`src/rtl/seg_pkg.sv`:
```
// Shared definitions for the seven-segment scan monitor: glyph table,
// blank glyph, scan FSM states and the decoder result record.
package seg_pkg;

    localparam int NUM_DIGITS_DEF = 8;

    // Active-high gfedcba glyphs; entry i is the glyph for nibble i.
    localparam logic [15:0][6:0] GLYPH_TBL = {
        7'h71, 7'h79, 7'h5E, 7'h39, 7'h7C, 7'h77, 7'h6F, 7'h7F,
        7'h07, 7'h7D, 7'h6D, 7'h66, 7'h4F, 7'h5B, 7'h06, 7'h3F
    };

    localparam logic [6:0] GLYPH_BLANK = 7'h00;

    typedef enum logic [1:0] {
        BLANK  = 2'd0,
        SETTLE = 2'd1,
        HELD   = 2'd2
    } scan_state_e;

    typedef struct packed {
        logic       hit;
        logic       blank;
        logic [3:0] nibble;
    } glyph_dec_t;

endpackage

```
`src/rtl/seg7_to_hex.sv`:
```
// Combinational active-high glyph to {hit, blank, nibble} decoder.
module seg7_to_hex
    import seg_pkg::*;
(
    input  logic [6:0] glyph,
    output glyph_dec_t dec
);

    always_comb begin
        dec       = '0;
        dec.blank = (glyph == GLYPH_BLANK);
        for (int i = 0; i < 16; i++) begin
            if (glyph == GLYPH_TBL[i]) begin
                dec.hit    = 1'b1;
                dec.nibble = 4'(i);
            end
        end
    end

endmodule

```
`src/rtl/seg_scan_decoder.sv`:
```
// Monitors a multiplexed active-low seven-segment scan, debounces each
// dwell and rebuilds the decoded digit frame with validity and fault flags.
module seg_scan_decoder
    import seg_pkg::*;
#(
    parameter int NUM_DIGITS    = NUM_DIGITS_DEF,
    parameter int STABLE_CYCLES = 4,
    parameter int FRAME_TIMEOUT = 65536
) (
    input  logic                      clock,
    input  logic                      reset,
    input  logic [NUM_DIGITS-1:0]     an_in,
    input  logic [6:0]                seg_in,
    output logic [4*NUM_DIGITS-1:0]   digits,
    output logic [NUM_DIGITS-1:0]     digit_valid,
    output logic                      frame_valid,
    output logic [NUM_DIGITS-1:0]     bad_pattern,
    output logic                      scan_timeout
);

    localparam int CNT_W  = 4;
    localparam int IDLE_W = $clog2(FRAME_TIMEOUT + 1);

    localparam logic [CNT_W-1:0]  CNT_CAP   = CNT_W'(STABLE_CYCLES);
    localparam logic [IDLE_W-1:0] IDLE_MAX  = IDLE_W'(FRAME_TIMEOUT);
    localparam logic [IDLE_W-1:0] IDLE_LAST = IDLE_W'(FRAME_TIMEOUT - 1);

    logic [NUM_DIGITS-1:0] r_an, p_an;
    logic [6:0]            r_seg, p_seg;
    scan_state_e           state, state_nxt;
    logic [CNT_W-1:0]      cnt, cnt_nxt;
    logic [NUM_DIGITS-1:0] seen_mask;
    logic [IDLE_W-1:0]     idle_cnt;

    logic [NUM_DIGITS-1:0] sel;
    logic [NUM_DIGITS-1:0] mask_set;
    logic                  an_legal;
    logic                  pair_same;
    logic                  capture;
    glyph_dec_t            dec;

    assign sel       = ~r_an;
    assign an_legal  = $onehot(sel);
    assign pair_same = (r_an == p_an) && (r_seg == p_seg);
    assign mask_set  = seen_mask | sel;

    seg7_to_hex u_dec (
        .glyph (~r_seg),
        .dec   (dec)
    );

    always_ff @(posedge clock) begin
        if (reset) begin
            state <= BLANK;
            cnt   <= '0;
        end else begin
            state <= state_nxt;
            cnt   <= cnt_nxt;
        end
    end

    // A changed pair restarts the dwell; only SETTLE can capture, so each
    // dwell yields at most one capture.
    always_comb begin
        state_nxt = state;
        cnt_nxt   = cnt;
        capture   = 1'b0;
        case (state)
            BLANK: begin
                if (an_legal) begin
                    state_nxt = SETTLE;
                    cnt_nxt   = CNT_W'(1);
                end else begin
                    cnt_nxt   = '0;
                end
            end
            SETTLE: begin
                if (!pair_same) begin
                    state_nxt = an_legal ? SETTLE : BLANK;
                    cnt_nxt   = an_legal ? CNT_W'(1) : '0;
                end else if (cnt + CNT_W'(1) == CNT_CAP) begin
                    state_nxt = HELD;
                    cnt_nxt   = CNT_CAP;
                    capture   = 1'b1;
                end else begin
                    cnt_nxt   = cnt + CNT_W'(1);
                end
            end
            HELD: begin
                if (!pair_same) begin
                    state_nxt = an_legal ? SETTLE : BLANK;
                    cnt_nxt   = an_legal ? CNT_W'(1) : '0;
                end
            end
            default: begin
                state_nxt = BLANK;
                cnt_nxt   = '0;
            end
        endcase
    end

    always_ff @(posedge clock) begin
        if (reset) begin
            r_an         <= '1;
            r_seg        <= '0;
            p_an         <= '1;
            p_seg        <= '0;
            digits       <= '0;
            digit_valid  <= '0;
            frame_valid  <= 1'b0;
            bad_pattern  <= '0;
            scan_timeout <= 1'b0;
            seen_mask    <= '0;
            idle_cnt     <= '0;
        end else begin
            r_an        <= an_in;
            r_seg       <= seg_in;
            p_an        <= r_an;
            p_seg       <= r_seg;
            frame_valid <= 1'b0;

            // Capture takes priority over a timeout landing on the same edge.
            if (capture) begin
                idle_cnt     <= '0;
                scan_timeout <= 1'b0;
                for (int i = 0; i < NUM_DIGITS; i++) begin
                    if (sel[i]) begin
                        if (dec.hit) begin
                            digits[4*i +: 4] <= dec.nibble;
                            digit_valid[i]   <= 1'b1;
                        end else if (dec.blank) begin
                            digits[4*i +: 4] <= 4'h0;
                            digit_valid[i]   <= 1'b0;
                        end else begin
                            bad_pattern[i]   <= 1'b1;
                            digit_valid[i]   <= 1'b0;
                        end
                    end
                end
                if (&mask_set) begin
                    frame_valid <= 1'b1;
                    seen_mask   <= '0;
                end else begin
                    seen_mask   <= mask_set;
                end
            end else if (idle_cnt != IDLE_MAX) begin
                idle_cnt <= idle_cnt + IDLE_W'(1);
                if (idle_cnt == IDLE_LAST) begin
                    scan_timeout <= 1'b1;
                    digit_valid  <= '0;
                    seen_mask    <= '0;
                end
            end
        end
    end

endmodule

```
`config.mk`:
```
export PLATFORM = sky130hd
export DESIGN_NAME = seg_scan_decoder
export DESIGN_NICKNAME = d
export VERILOG_FILES = /design/src/rtl/seg_pkg.sv /design/src/rtl/seg7_to_hex.sv /design/src/rtl/seg_scan_decoder.sv
export SDC_FILE = /design/constraint.sdc
export NUM_CORES = 1
export LEC_CHECK = 0
export CAP_MARGIN = 20
export CORE_MARGIN = 2
export CORE_UTILIZATION = 61
export CTS_BUF_LIST = sky130_fd_sc_hd__clkbuf_2 sky130_fd_sc_hd__clkbuf_4 sky130_fd_sc_hd__clkbuf_8
export CTS_CLUSTER_SIZE = 24
export DETAILED_ROUTE_END_ITERATION = 6
export GPL_TIMING_DRIVEN = 0
export PLACE_DENSITY = 0.95
export SYNTH_ARGS = -nofsm -noshare
export SYNTH_HDL_FRONTEND = slang
export SYNTH_SLANG_ARGS = --single-unit
```
`constraint.sdc`:
```
create_clock -name clock -period 5.2 [get_ports clock]
set_clock_uncertainty 0.1 [all_clocks]
set_input_delay 0.52 -clock clock [delete_from_list [all_inputs] [get_ports clock]]
set_output_delay 0.52 -clock clock [all_outputs]
set_load 0.05 [all_outputs]
```
==> results.yml <==
run_status:
  outcome: "finished, final reports clean"
global_route:
  overflow: 0
  grt_pass1_wl_mm: 19.1
  antenna_found_initial: 0
  grt_usage: 0.285
  grt_pass1_vias: 3972
  grt_max_degree: 20
detailed_routing:
  routed_wl_mm: 11.9
  drc: 0
  wl_per_cell_microns: 18.0
  routed_via_density: 6.05
  ant_nets: 0
  drt_iter0_markers: 322
  drt_pass1_iterations: 5
  vias: 4023
clocking:
  post-cts-setup-buffers: 0
  tritoncts: "built"
  numCtsBuffers: 9
  root_buffer: "clkbuf_8"
  clk_path_buf_depth: 2
  clk_latency_ns: 0.39
  cts.reportedPaths.clkPinSlew_ns: 0.11
  cts_hold_buf: 0
  post_cts_resized: 0
  cts_max_level: 3
  cts_sinks: 111
power:
  powerDensity_nw_per_um2: 276
  ir_drop_mv: 0.161
  power_mw: 1.59
  total_leakage_power_nw: 2.13
critical_path:
  slowest_delay_ns: 0.58
  cp_data_required_time_ns: 5.37
  critical_path.max_fanout: 6
  end_kind: "register"
  crit_path_cell_trace: "inv_1, fa_1, fa_1, fa_1, ha_1, fa_1, o21ai_0, nand3b_1, o21a_1, a2111oi_2"
  slowest_stage: "fa_1"
  worst_ep_arrival_time_ns: 3.84
  crit_top_cell: "fa_1"
  cp-start-kind: "register"
  criticalPathCategory: "register to register"
die:
  fp-row-count: 32
  core-area_sq_um: 7650
  ios: 67
  die_width_microns: 92.4
  die_h_microns: 92.4
  initial_core_util: 0.624
  dieArea_sq_um: 8540
logic_synthesis:
  async_flop_share: 0
  yosysTopAreaCell: "dfxtp_1"
  syn_area_per_cell_sq_um: 9.92
  synth_top_area_frac: 0.466
  synthCells: 481
  syn_nets: 510
  ys_seq_elements: 111
  synth_edf_count: 0
  synth_warnings: 0
  yosysSeqAreaShare: 0.466
  syn-cell-area_sq_um: 4770
  ys.flop_type: "dfxtp_1"
  yosysUniqueCellTypes: 63
  ys_top_cells_by_area: "dfxtp_1 47%, xor2_1 3.9%, nor2b_1 3.3%"
placed_design:
  gp_congestion: 0.887
  place_ws_ns: 1.65
  place_area_sq_um: 5560
  dp.final_hpwl_mm: 8.57
  placedCellCount: 649
  io_buffers: 66
finish:
  final_common_cell: "dfxtp_1"
  final_cell_mix: "111 x dfxtp_1, 66 x clkdlybuf4s50_1, 33 x nor2_1"
  n_antenna_cell: 0
  final_cell_area_sq_um: 5760
  fin_util: 0.754
  fin_cells: 665
  area_growth_pct: 20.8
  fillCellCount: 515
  seq_area_sq_um: 2220
  multiInputGateArea_sq_um: 2380
  fin_nets: 587
  drive_gt1_frac: 0.0906
flow_run:
  cap_violations: 0
timing:
  max_freq_mhz: 273
  grt_setup_unrepaired: "no"
  worst_pin_slew_ns: 0.903
  fin_ws_ns: 1.53
  tns_ns: 0
  slew-limit-headroom: 0.398
  whs_ns: 0.376
  layout_min_cycle_time_ns: 3.67
  finalHoldViolations: 0
  min_period_over_period: 0.706
  report.final.slew_viol_count: 0
  setup_viol: 0
hold_path:
  hp-class: "register to register"
## layout make-up
cell class,instances,area share
timing repair buffer,66,0.115
inverter,16,0.0104
sequential,111,0.386
tap,102,0.0221
buffer,23,0.0187
clock buffer,9,0.0215
clock inverter,7,0.0141
multi-input combinational,331,0.413
## cell usage after synthesis (all sizes together), types with 2 or more instances
cell     number
o2bb2ai      13
a22oi         4
nor2b        25
a21o          2
a31oi         3
nand2        30
o21ai         5
or2          10
a22o         12
a21oi        14
o211a         2
xor2         21
o21a          9
o41ai         2
and3          5
or3           3
dfxtp       111
ha            8
nor2         33
fa            4
nand3b        5
a211o         3
inv          16
and4          5
mux2i        10
nor4         14
a2bb2o        7
nor4b         4
xnor2        10
buf          13
clkbuf       10
o22ai         8
nor3b         4
nor3          9
nand4         4
nand2b        4
and2          2
nand3        18
a31o          2
a211oi        3
o211ai        2
## cell families (layout without fill, tap and decap cells)
| logic type | after synthesis | count (layout) | share of synthesized area |
|---|---|---|---|
| simple gates | 179 | 179 | 0.219 |
| flops | 111 | 111 | 0.466 |
| compound gates | 99 | 99 | 0.165 |
| buf+inv | 39 | 121 | 0.0351 |
| xor+xnor | 31 | 31 | 0.0569 |
| fa+ha+maj | 12 | 12 | 0.0378 |
| mux | 10 | 10 | 0.0210 |
## routing by layer
layer	vias to the layer above	share of wire	global-route usage
met4	0	0.024	0.113
met5	-	0	0
met1	1946	0.42	0.353
li1	1873	-	-
met2	171	0.50	0.484
met3	33	0.056	0.0594
## path summary, 6_finish.rpt
check | slack, ns | start | cells past startpoint | to
worst max-delay path | 1.53 | r_an[0] | 10 | cnt[0]
worst min register to register | 0.38 | digits[6] | 2 | digits[6]
worst max register to register | 1.53 | r_an[0] | 10 | cnt[0]
worst min-delay path | 0.38 | digits[6] | 2 | digits[6]
## where the power goes
group / internal, mW / switching (mW)
clock: 0.230 / 0.303
sequential: 0.867 / 0.0220
combinational: 0.0693 / 0.102
total: 1.17 / 0.427
## sequential cells by signal, summed over array words and instances (netlist names)
register,flops
cnt,4
r_an,8
state,2
digit_valid,8
frame_valid,1
bad_pattern,8
seen_mask,8
p_an,8
r_seg,7
idle_cnt,17
p_seg,7
digits,32
scan_timeout,1
## worst max-delay path: cells and delay by family, from the launching register on
kind,cells,cell delay (ns)
flip-flops,1,0.39
buffers and inverters,1,0.16
AO/OA/AOI/OAI,3,0.67
AND/OR/NAND/NOR,1,0.16
adder cells (fa/ha/maj),5,2.09
Note: power is estimated with default switching activity, not from simulation.
